`src/rtl/im_loader_pkg.sv`:
```
// im_loader_pkg: shared FSM state encoding, status codes and default frame marker for the IM program loader
package im_loader_pkg;
    typedef enum logic [2:0] {IDLE, ADDR0, ADDR1, LEN0, LEN1, DATA, CSUM, RESP} state_t;
    localparam logic [1:0] ST_OK    = 2'b00;
    localparam logic [1:0] ST_CSUM  = 2'b01;
    localparam logic [1:0] ST_RANGE = 2'b10;
    localparam logic [7:0] SYNC_DEF = 8'hA5;
endpackage

```
`src/rtl/im_program_loader.sv`:
```
// im_program_loader: writes framed program bytes from a valid/ready stream into the IM byte array
//   clk, rst_n          clock, asynchronous active-low reset
//   s_valid/s_data      incoming byte stream, s_ready accepts it
//   wr_en/wr_addr/wr_data  registered IM byte write port
//   cpu_hold            stalls the core while a frame is in flight
//   done/status         end-of-frame pulse and sticky result (ok / checksum / range)
module im_program_loader
    import im_loader_pkg::*;
#(
    parameter int         MEM_BYTES = 512,
    parameter int         ADDR_W    = 64,
    parameter logic [7:0] SYNC_BYTE = SYNC_DEF
) (
    input  logic              clk,
    input  logic              rst_n,
    input  logic              s_valid,
    input  logic [7:0]        s_data,
    output logic              s_ready,
    output logic              wr_en,
    output logic [ADDR_W-1:0] wr_addr,
    output logic [7:0]        wr_data,
    output logic              cpu_hold,
    output logic              done,
    output logic [1:0]        status
);
    state_t      state, state_nx;
    logic [15:0] addr, len, idx, len_full;
    logic [16:0] span;
    logic [7:0]  csum;
    logic        range_err, alive, acc;
    // alive keeps s_ready low while reset is held and releases it on the first clock afterwards
    assign s_ready  = alive && state != RESP;
    assign acc      = s_valid && s_ready;
    assign cpu_hold = state != IDLE;
    assign len_full = {s_data, len[7:0]};
    // 17-bit sum so that an address near 64K cannot wrap into the legal range
    assign span     = {1'b0, addr} + {1'b0, len_full};
    always_comb begin
        state_nx = state;
        case (state)
            IDLE:    state_nx = acc && s_data == SYNC_BYTE ? ADDR0 : IDLE;
            ADDR0:   state_nx = acc ? ADDR1 : ADDR0;
            ADDR1:   state_nx = acc ? LEN0 : ADDR1;
            LEN0:    state_nx = acc ? LEN1 : LEN0;
            LEN1:    state_nx = acc ? (len_full == 16'd0 ? CSUM : DATA) : LEN1;
            DATA:    state_nx = acc && idx + 16'd1 == len ? CSUM : DATA;
            CSUM:    state_nx = acc ? RESP : CSUM;
            default: state_nx = IDLE;
        endcase
    end
    always_ff @(posedge clk or negedge rst_n) begin
        if (!rst_n) begin
            state     <= IDLE;
            addr      <= '0;
            len       <= '0;
            idx       <= '0;
            csum      <= '0;
            range_err <= 1'b0;
            alive     <= 1'b0;
            wr_en     <= 1'b0;
            wr_addr   <= '0;
            wr_data   <= '0;
            done      <= 1'b0;
            status    <= ST_OK;
        end else begin
            state <= state_nx;
            alive <= 1'b1;
            wr_en <= 1'b0;
            done  <= 1'b0;
            if (acc) begin
                case (state)
                    ADDR0: addr[7:0]  <= s_data;
                    ADDR1: addr[15:8] <= s_data;
                    LEN0:  len[7:0]   <= s_data;
                    LEN1: begin
                        len[15:8] <= s_data;
                        range_err <= span > 17'(MEM_BYTES);
                        idx       <= '0;
                        csum      <= '0;
                    end
                    DATA: begin
                        csum    <= csum ^ s_data;
                        idx     <= idx + 16'd1;
                        wr_en   <= !range_err;
                        wr_addr <= {{(ADDR_W-16){1'b0}}, addr + idx};
                        wr_data <= s_data;
                    end
                    CSUM: begin
                        done   <= 1'b1;
                        status <= range_err ? ST_RANGE : (csum != s_data ? ST_CSUM : ST_OK);
                    end
                    default: ;
                endcase
            end
        end
    end
endmodule

```
`config.mk`:
```
export PLATFORM = sky130hd
export DESIGN_NAME = im_program_loader
export DESIGN_NICKNAME = d
export VERILOG_FILES = /design/src/rtl/im_loader_pkg.sv /design/src/rtl/im_program_loader.sv
export SDC_FILE = /design/constraint.sdc
export NUM_CORES = 1
export LEC_CHECK = 0
export BUFFER_PORTS_ARGS = -buffer_cell sky130_fd_sc_hd__buf_2
export CORE_MARGIN = 5
export CORE_UTILIZATION = 60
export CTS_CLUSTER_DIAMETER = 50
export CTS_CLUSTER_SIZE = 30
export DETAILED_ROUTE_END_ITERATION = 8
export GPL_TIMING_DRIVEN = 0
export PLACE_DENSITY_LB_ADDON = 0.08
export SYNTH_ARGS = -nofsm -noshare
export SYNTH_HDL_FRONTEND = slang
export SYNTH_SLANG_ARGS = --single-unit
```
`constraint.sdc`:
```
create_clock -name clk -period 6.2 [get_ports clk]
set_clock_uncertainty 0.2 [all_clocks]
set_input_delay 1.24 -clock clk [delete_from_list [all_inputs] [get_ports clk]]
set_output_delay 1.24 -clock clk [all_outputs]
set_load 0.02 [all_outputs]
```
==> results.toml, run 1 <==
[hold_path]
holdPathStages = 2
min_from = "wr_data[1]"
hold_path_end = "wr_data[1]"
min_path_type = "reg -> reg"

[grt]
grtUsageTotal_pct = 25.6
grt_start_max_net_pins = 68
grt_pass1_wl_um = 23500
antenna_found_initial = 0
grt_pass1_vias = 4777
grt_overflow = 0

[synth]
synth_top_cell_by_area = "dfrtp_1"
synthArstFlopShare_pct = 100
syn_inst = 661
yosys-top-cells-area = "dfrtp_1, ha_1, o21ai_0"
ys.flop_type = "dfrtp_1"
netlist.area_leader.share_pct = 37.5
yosys_warnings = 0
yosysUniqueCellTypes = 60
synth.avg_cell_area_um2 = 8.97
yosysMostFrequentCell = "dfrtp_1"
synth_seq_area_share_pct = 37.5
synth_top_cells_by_count = "dfrtp_1, o21ai_0, nand2_1"
syn_area_um2 = 5930
synth_edf_count = 0
yosys_register_bits = 89

[clock_network]
post_cts_buffers = 0
clkSlewWorstSetupHoldPaths_ns = 0.10
cts-root-buf = "clkbuf_8"
cts_max_level = 3
numCtsBuffers = 9
cts_sinks = 89
clk_latency_ns = 0.38
ctsResizeCount = 0
tritoncts = "yes"
cts.path.max_buffers = 2
hold_buffers = 0

[worst_setup_path]
critPathKind = "in -> reg"
end_kind = "flip-flop"
r2r-start = "len[2]"
slowest_delay_ns = 0.65
crit_chain = "buf_2, nand2_1, inv_1, nand2_1, or2_2, clkbuf_1, nor2_1, o211ai_1, a2111o_1, o32a_1"
critPathSlowestCell = "nor2_1"
worstPathRequired_ns = 6.27
r2r_setup_slack_ns = 2.75
worstPathArrival_ns = 3.77
r2r-end = "range_err"
worst_path_most_repeated_cell = "nand2_1"
start_kind = "input pin"
path_max_fanout = 10
ff2ff_path_depth = 9

[placement]
gp_congestion = 0.898
port_buffers = 40
hpwl_um = 11300

[timing]
fin_setup_tns_ns = 0
grt_setup_unrepaired = "false"
relSlewSlack_pct = 14.9
finalSetupViolCount = 0
fmax_mhz = 270
fin_crit_ns = 3.70
fin_crit_sh_pct = 59.7
tightest_slew_ns = 1.27
finalHoldViolCount = 0
report.final.slew_viol_count = 0

[drt]
num_vias = 5127
drt_iter0_drc = 292
drc = 0
routed.top_layer = "met4"
wl_um = 14700
ant_nets = 0
first_pass_iters = 5
dr_wl_met3_um = 1190
post_drt_wl_per_cell_um = 16.4
met2WireLength_um = 6680
via_per_inst = 5.71
wl_met1_um = 6350

[power_and_ir_drop]
cell_internal_pwr_w = 0.00157
clkPwrFrac_pct = 15.6
pwr-share-comb_pct = 48.5
power_density_nw_per_um2 = 412
irDropWorstVdd_mv = 0.262
p_seq_share_pct = 35.9
swShare_pct = 43.4
netSwitchingPower_w = 0.00120
leakage_nw = 3.25

[outcome]
status = "finished clean"

[finish]
fillers = 811
multi_input_area_um2 = 3330
final_core_util_pct = 69.0
area.growth.synth_to_final_pct = 13.2
drive_above_1_share_pct = 19.0
diodes = 0
final_nets = 805
register_area_um2 = 2230

[job]
cap_violations = 0

[floorplan]
die_area_um2 = 12000
io_pins = 89
rows = 36
dieHeight_um = 109
core-area_um2 = 9730
dieWidth_um = 109
start_util_pct = 61.0
[placed cells by master (no fill, tap or decap), drive strengths merged, types with 6 or more instances in the layout]
cell type and count:
xnor2 27, nor2 48, a211oi 8, nor4 7
o21ai 75, and3 9, a21oi 27, nand4 9
o31ai 9, nand2b 9, nand3 11, dfrtp 89
inv 25, clkbuf 37, ha 32, nand2 65
buf 90, nor3 17, a21o 6, mux2 32
xor2 14, conb 49
[registers in the layout, indices dropped and copies added, names as in the netlist]
name,cells
wr_en,1
addr,16
done,1
idx,16
state,3
range_err,1
status,2
len,16
csum,8
wr_data,8
alive,1
wr_addr,16
[layout make-up]
type                    count  share of cell area, %
multi-input cells         521                   49.6
inverters                  21                   1.17
clock buffers               9                   1.85
flip-flops and latches     89                   33.2
well taps                 133                   2.48
repair buffers             41                   3.43
plain buffers              77                   7.01
clock inverters             7                   1.25
[how the worst max path moves through the flow]
stage,start,end,cells past startpoint
after detailed placement,s_valid,range_err,10
after global routing,s_valid,range_err,10
after floorplan,s_data[0],range_err,7
after CTS,s_valid,range_err,10
final,s_valid,range_err,10
after global placement,s_valid,range_err,10
[metal layers]
metal / vias up / global-route usage (%)
met4: 0 / 12.5
li1: 2456 / -
met1: 2399 / 35.0
met3: 43 / 3.11
met5: - / 0
met2: 229 / 40.5
[power groups by stage]
stage	Combinational, W	Sequential (W)	Clock, W
global placement	0.00128	0.000987	0
finish	0.00134	0.000993	0.000430
floorplan	0.000966	0.00101	0
global route	0.00150	0.00102	0.000455
CTS	0.00134	0.000987	0.000431
detailed placement	0.00133	0.000999	0
[cell families (layout without fill, tap and decap cells)]
group	count (synthesis)	count (layout)	synth area share, %
simple gates	195	195	15.4
compound gates	167	167	17.6
buf+inv	98	155	9.26
flops	89	89	37.5
xor+xnor	41	41	6.05
mux	35	35	6.58
fa+ha+maj	34	34	7.42
other cells	2	49	0.127
[worst max-delay path: cells and delay by family]
kind / cells / cell delay, ns
AND/OR/NAND/NOR: 4 / 1.30
AO/OA/AOI/OAI: 3 / 0.85
buffers and inverters: 3 / 0.39
[per-stage QoR]
step | cell area (um2) | std cells | power, W | setup slack (ns) | hold slack [ns]
CTS | 6710 | 898 | 0.00275 | 2.54 | 0.282
global placement | 6470 | 881 | 0.00226 | 2.18 | 0.255
detailed placement | 6500 | 882 | 0.00233 | 2.12 | 0.258
global route | 6710 | 898 | 0.00297 | 2.38 | 0.305
floorplan | 6110 | 708 | 0.00198 | 2.64 | 0.244
finish | 6710 | 898 | 0.00276 | 2.50 | 0.275
(Power assumes the default switching activity.)
==> inputs of run 2 (changes only) <==
--- a/config.mk
+++ b/config.mk
@@ -7,7 +7,7 @@
 export LEC_CHECK = 0
 export BUFFER_PORTS_ARGS = -buffer_cell sky130_fd_sc_hd__buf_2
 export CORE_MARGIN = 5
-export CORE_UTILIZATION = 60
+export CORE_UTILIZATION = 52
 export CTS_CLUSTER_DIAMETER = 50
 export CTS_CLUSTER_SIZE = 30
 export DETAILED_ROUTE_END_ITERATION = 8
==> constraint.sdc (replaced) <==
create_clock -name clk -period 3.3 [get_ports clk]
set_clock_uncertainty 0.2 [all_clocks]
set_input_delay 0.66 -clock clk [delete_from_list [all_inputs] [get_ports clk]]
set_output_delay 0.66 -clock clk [all_outputs]
set_load 0.02 [all_outputs]
==> run 2 against run 1 <==
Effect of this change:
- sequential cell count unchanged
- worst setup slack got worse by 2.5 ns
- clock power increased by 130%
- via count decreased by 1.7%
- utilization decreased by 8.0 points
- sequential share of layout area decreased by 0.81 points
- final cell count increased by 1.8%
- critical endpoint unchanged
- largest power group unchanged
- highest routed layer unchanged
==> results.toml, run 2 (same netlist as run 1, synthesis figures left out) <==
[outcome]
status = "finished clean"

[clock_network]
cts_max_level = 3
cts-root-buf = "clkbuf_16"
hold_buffers = 0
clkSlewWorstSetupHoldPaths_ns = 0.07
tritoncts = "yes"
clk_latency_ns = 0.35
cts.path.max_buffers = 2
cts_sinks = 89
numCtsBuffers = 9

[timing]
fmax_mhz = 307
setup_slack_ns = 0.0427
tightest_slew_ns = 1.34
fin_crit_ns = 3.26
report.final.slew_viol_count = 0
grt_setup_unrepaired = "true"
finalSetupViolCount = 0
relSlewSlack_pct = 10.2
fin_crit_sh_pct = 98.7
finalHoldViolCount = 0
holdWs_ns = 0.0303

[drt]
drt_iter0_drc = 407
via_per_inst = 5.52
num_vias = 5041
ant_nets = 0
post_drt_wl_per_cell_um = 17.0
wl_um = 15600
first_pass_iters = 5
drc = 0

[floorplan]
start_util_pct = 52.4
core-area_um2 = 11300
rows = 39
io_pins = 89
dieHeight_um = 117
die_area_um2 = 13600
dieWidth_um = 117

[grt]
antenna_found_initial = 0
grt_pass1_wl_um = 24700
grt_start_max_net_pins = 63
grt_pass1_vias = 4733
grtUsageTotal_pct = 23.5
grt_overflow = 0

[job]
cap_violations = 0

[power_and_ir_drop]
netSwitchingPower_w = 0.00237
p_total_w = 0.00557
p_seq_share_pct = 33.9
leakage_nw = 3.30
swShare_pct = 42.6
power_density_nw_per_um2 = 806
irDropWorstVdd_mv = 0.441
pwr-share-comb_pct = 47.9
cell_internal_pwr_w = 0.00320
clkPwrFrac_pct = 18.2

[worst_setup_path]
critPathKind = "reg -> reg"
worstPathRequired_ns = 3.34
r2r_setup_slack_ns = 0.04
worstPathArrival_ns = 3.30
start_kind = "flip-flop"
path_max_fanout = 4
r2r-start = "addr[1]"
cp-startpoint = "addr[1]"
end_kind = "flip-flop"

[placement]
hpwl_um = 11500
gp_congestion = 0.878
port_buffers = 40
placed_area_um2 = 6520
pre_cts_slack_ns = -0.297

[finish]
layout_commonest_cell = "dfrtp_1"
final_cell_mix = "dfrtp_1, o21ai_0, nand2_1, buf_4, conb_1"
final_nets = 811
stdcell_area_um2 = 6910
diodes = 0
area.growth.synth_to_final_pct = 16.5
final_core_util_pct = 61.0
drive_above_1_share_pct = 21.7

[hold_path]
min_path_type = "in -> async"
-- run 2: power by group through the flow --
stage / Sequential, W / Clock, W / Combinational (W)
6_report: 0.00189 / 0.00101 / 0.00267
3_5_place_dp: 0.00188 / 0 / 0.00252
3_3_place_gp: 0.00186 / 0 / 0.00241
2_1_floorplan: 0.00190 / 0 / 0.00181
4_1_cts: 0.00187 / 0.00102 / 0.00256
5_1_grt: 0.00194 / 0.00106 / 0.00297
-- run 2: final timing paths --
check | to | cells after the start
worst min-delay path | done | 1
min in group clk | wr_addr[11] | 2
worst max register to register | range_err | 9
max in group asynchronous | addr[2] | 2
worst min register to register | wr_addr[11] | 2
worst max-delay path | range_err | 9
-- run 2: metrics by stage --
step | setup TNS, ns | instances
2_1_floorplan | 0 | 708
5_1_grt | -0.115 | 914
4_1_cts | 0 | 909
3_5_place_dp | -0.297 | 892
3_3_place_gp | -0.174 | 891
6_report | 0 | 914
-- run 2: worst max-delay path, stage by stage (launching register included) --
cell      delay (ns)
dfrtp_2         0.46
ha_4            0.26
a211oi_2        0.19
nor2_1          0.09
o31a_1          0.31
a311oi_2        0.34
a21oi_2         0.11
or4_1           0.48
a2111o_1        0.42
o32a_1          0.28
-- run 2: what timing repair did --
item                                    CTS  global route
setup buffers                             1             5
endpoints found under the setup margin    1             5
resized for setup                         2            17
cloned                                    0             0
pin swaps                                 1             2
-- run 2: per-layer routing --
| metal | share of wire [%] | global-route usage (%) |
|---|---|---|
| met5 | 0 | 0 |
| met1 | 45 | 32.7 |
| met2 | 47 | 37.6 |
| met4 | 1.7 | 7.65 |
| met3 | 6.6 | 3.86 |
-- run 2: cell type report --
type                    instances  area, um2
flip-flops and latches         89       2240
inverters                      21       78.8
fillers                       996       4410
well taps                     143        179
repair buffers                 47        275
multi-input cells             521       3380
clock inverters                 7       58.8
plain buffers                  77        470
clock buffers                   9        225
==> inputs of run 3 (changes only) <==
--- a/config.mk
+++ b/config.mk
@@ -7,7 +7,7 @@
 export LEC_CHECK = 0
 export BUFFER_PORTS_ARGS = -buffer_cell sky130_fd_sc_hd__buf_2
 export CORE_MARGIN = 5
-export CORE_UTILIZATION = 52
+export CORE_UTILIZATION = 56
 export CTS_CLUSTER_DIAMETER = 50
 export CTS_CLUSTER_SIZE = 30
 export DETAILED_ROUTE_END_ITERATION = 8
==> constraint.sdc (replaced) <==
create_clock -name clk -period 3.1 [get_ports clk]
set_clock_uncertainty 0.2 [all_clocks]
set_input_delay 0.62 -clock clk [delete_from_list [all_inputs] [get_ports clk]]
set_output_delay 0.62 -clock clk [all_outputs]
set_load 0.02 [all_outputs]
==> run 3 against run 2 <==
Effect of this change:
- the run now ends with negative setup slack left
- sequential power grew 5%
- final cell count did not move
- sequential cell count unchanged
- first-iteration DRC count up 0.25%
- hold slack gained 0.25 ns
- wire length is 0.40% higher
- die area down 6.5%
- worst setup slack got worse by 0.10 ns
- clock-buffer cell count stayed put
- highest routed layer unchanged
- register-to-register slack worse by 0.10 ns
- final area rose by 0.40%
==> results.toml, run 3 (same netlist as run 1, synthesis figures left out) <==
[outcome]
status = "complete, but fails checks"
violations = "negative setup slack"

[timing]
holdWs_ns = 0.280
grt_setup_unrepaired = "true"
relSlewSlack_pct = 24.0
fin_crit_ns = 3.16
fmax_mhz = 317
report.final.slew_viol_count = 0
tightest_slew_ns = 1.13
finalHoldViolCount = 0
finalSetupViolCount = 1
fin_setup_tns_ns = -0.0593
setup_slack_ns = -0.0593
fin_crit_sh_pct = 102

[drt]
post_drt_wl_per_cell_um = 17.1
first_pass_iters = 5
num_vias = 5181
ant_nets = 0
drt_iter0_drc = 408
drc = 0
via_per_inst = 5.67
wl_um = 15600

[worst_setup_path]
r2r-start = "addr[1]"
worstPathRequired_ns = 3.16
r2r_setup_slack_ns = -0.06
r2r-end = "range_err"
worstPathArrival_ns = 3.22
path_max_fanout = 3
ff2ff_path_depth = 9
critPathKind = "reg -> reg"
slowest_delay_ns = 0.46
worst-path-buf-inv = 0
start_kind = "flip-flop"
cp_top_family = "compound AO/OA/AOI/OAI gates"
crit_chain = "ha_4, a211oi_2, nor2_1, o31a_1, a311oi_2, a21oi_2, or4_1, a2111o_1, o32a_1"
end_kind = "flip-flop"
critPathSlowestCell = "dfrtp_2"

[power_and_ir_drop]
leakage_nw = 3.30
p_total_w = 0.00585
irDropWorstVdd_mv = 0.498
netSwitchingPower_w = 0.00254
power_density_nw_per_um2 = 843
p_seq_share_pct = 33.9
swShare_pct = 43.5
pwr-share-comb_pct = 51.6
cell_internal_pwr_w = 0.00330
clkPwrFrac_pct = 14.5

[grt]
grt_pass1_vias = 4921
antenna_found_initial = 0
grt_overflow = 0
grtUsageTotal_pct = 24.9
grt_start_max_net_pins = 67
grt_pass1_wl_um = 25300

[hold_path]
hold_path_end = "wr_addr[0]"
min_path_type = "reg -> reg"
holdPathStages = 2
min_from = "wr_addr[0]"

[clock_network]
cts_sinks = 89
cts_max_level = 3
clk_latency_ns = 0.39
cts-root-buf = "clkbuf_8"
numCtsBuffers = 9
cts.path.max_buffers = 2
tritoncts = "yes"
clkSlewWorstSetupHoldPaths_ns = 0.09

[finish]
area.growth.synth_to_final_pct = 16.9
fillers = 844
layout_commonest_cell = "dfrtp_1"
final_cell_mix = "dfrtp_1, o21ai_0, nand2_1, buf_4, conb_1"
drive_above_1_share_pct = 23.7
final_nets = 818
stdcell_area_um2 = 6940
final_core_util_pct = 67.2
diodes = 0

[floorplan]
die_area_um2 = 12800
core-area_um2 = 10300
start_util_pct = 57.5
dieWidth_um = 113
dieHeight_um = 113
rows = 37
io_pins = 89

[placement]
hpwl_um = 11300
placed_area_um2 = 6520
port_buffers = 40
gp_congestion = 0.893

[job]
cap_violations = 0
==> run 3: cell count changes in the layout (fill, tap and decap cells not counted), moves of 4 or more <==
cell and change:
clkbuf_8 +9, buf_4 +5, nor2_1 -4, nor2_2 +4, clkbuf_16 -9
==> run 3: timing repair <==
item	CTS	global route
setup buffers	10	1
pin swaps	6	12
resized for setup	17	16
hold buffers	1	0
cloned	0	0
hold endpoints to repair	23	0
setup endpoints to repair	3	7
==> run 3: metrics by stage <==
stage / setup WS, ns / std cells
after floorplan: 0.0301 / 708
after global placement: -0.313 / 884
after detailed placement: -0.446 / 885
after CTS: -0.0153 / 912
after global routing: -0.124 / 914
final: -0.0593 / 914
==> run 3: worst max-delay path by stage <==
| stage | slack (ns) | end | depth (start not counted) | from |
|---|---|---|---|---|
| finish | -0.06 | range_err | 9 | addr[1] |
| global route | -0.12 | range_err | 9 | addr[1] |
| CTS | -0.02 | range_err | 9 | addr[1] |
| detailed placement | -0.45 | range_err | 10 | s_valid |
| global placement | -0.31 | range_err | 10 | s_valid |
| floorplan | 0.03 | range_err | 9 | addr[1] |
==> run 3: power groups by stage <==
stage,Clock [W],Sequential (W),Combinational (W)
2_1_floorplan,0,0.00202,0.00195
3_5_place_dp,0,0.00201,0.00268
5_1_grt,0.000902,0.00203,0.00334
3_3_place_gp,0,0.00198,0.00257
4_1_cts,0.000858,0.00196,0.00289
6_report,0.000849,0.00198,0.00302
==> run 3: worst min-delay path: cells and delay by family (launching register included) <==
family	cells	cell delay, ns
DFF	1	0.35
and+or+nand+nor	2	0.11
==> run 3: final cells by class <==
cell class | instances | area, um2 | share of cell area (%)
inverters | 21 | 78.8 | 1.14
plain buffers | 77 | 470 | 6.78
well taps | 136 | 170 | 2.45
clock inverters | 7 | 76.3 | 1.10
repair buffers | 54 | 330 | 4.76
flip-flops and latches | 89 | 2240 | 32.2
clock buffers | 9 | 124 | 1.79
multi-input cells | 521 | 3450 | 49.7
==> run 3: layer usage <==
layer / track usage, % / share of wire (%) / up-vias
li1: - / - / 2492
met1: 33.6 / 44 / 2477
met5: 0 / 0 / -
met4: 9.94 / 2.7 / 0
met3: 3.74 / 6.0 / 38
met2: 40.4 / 48 / 174
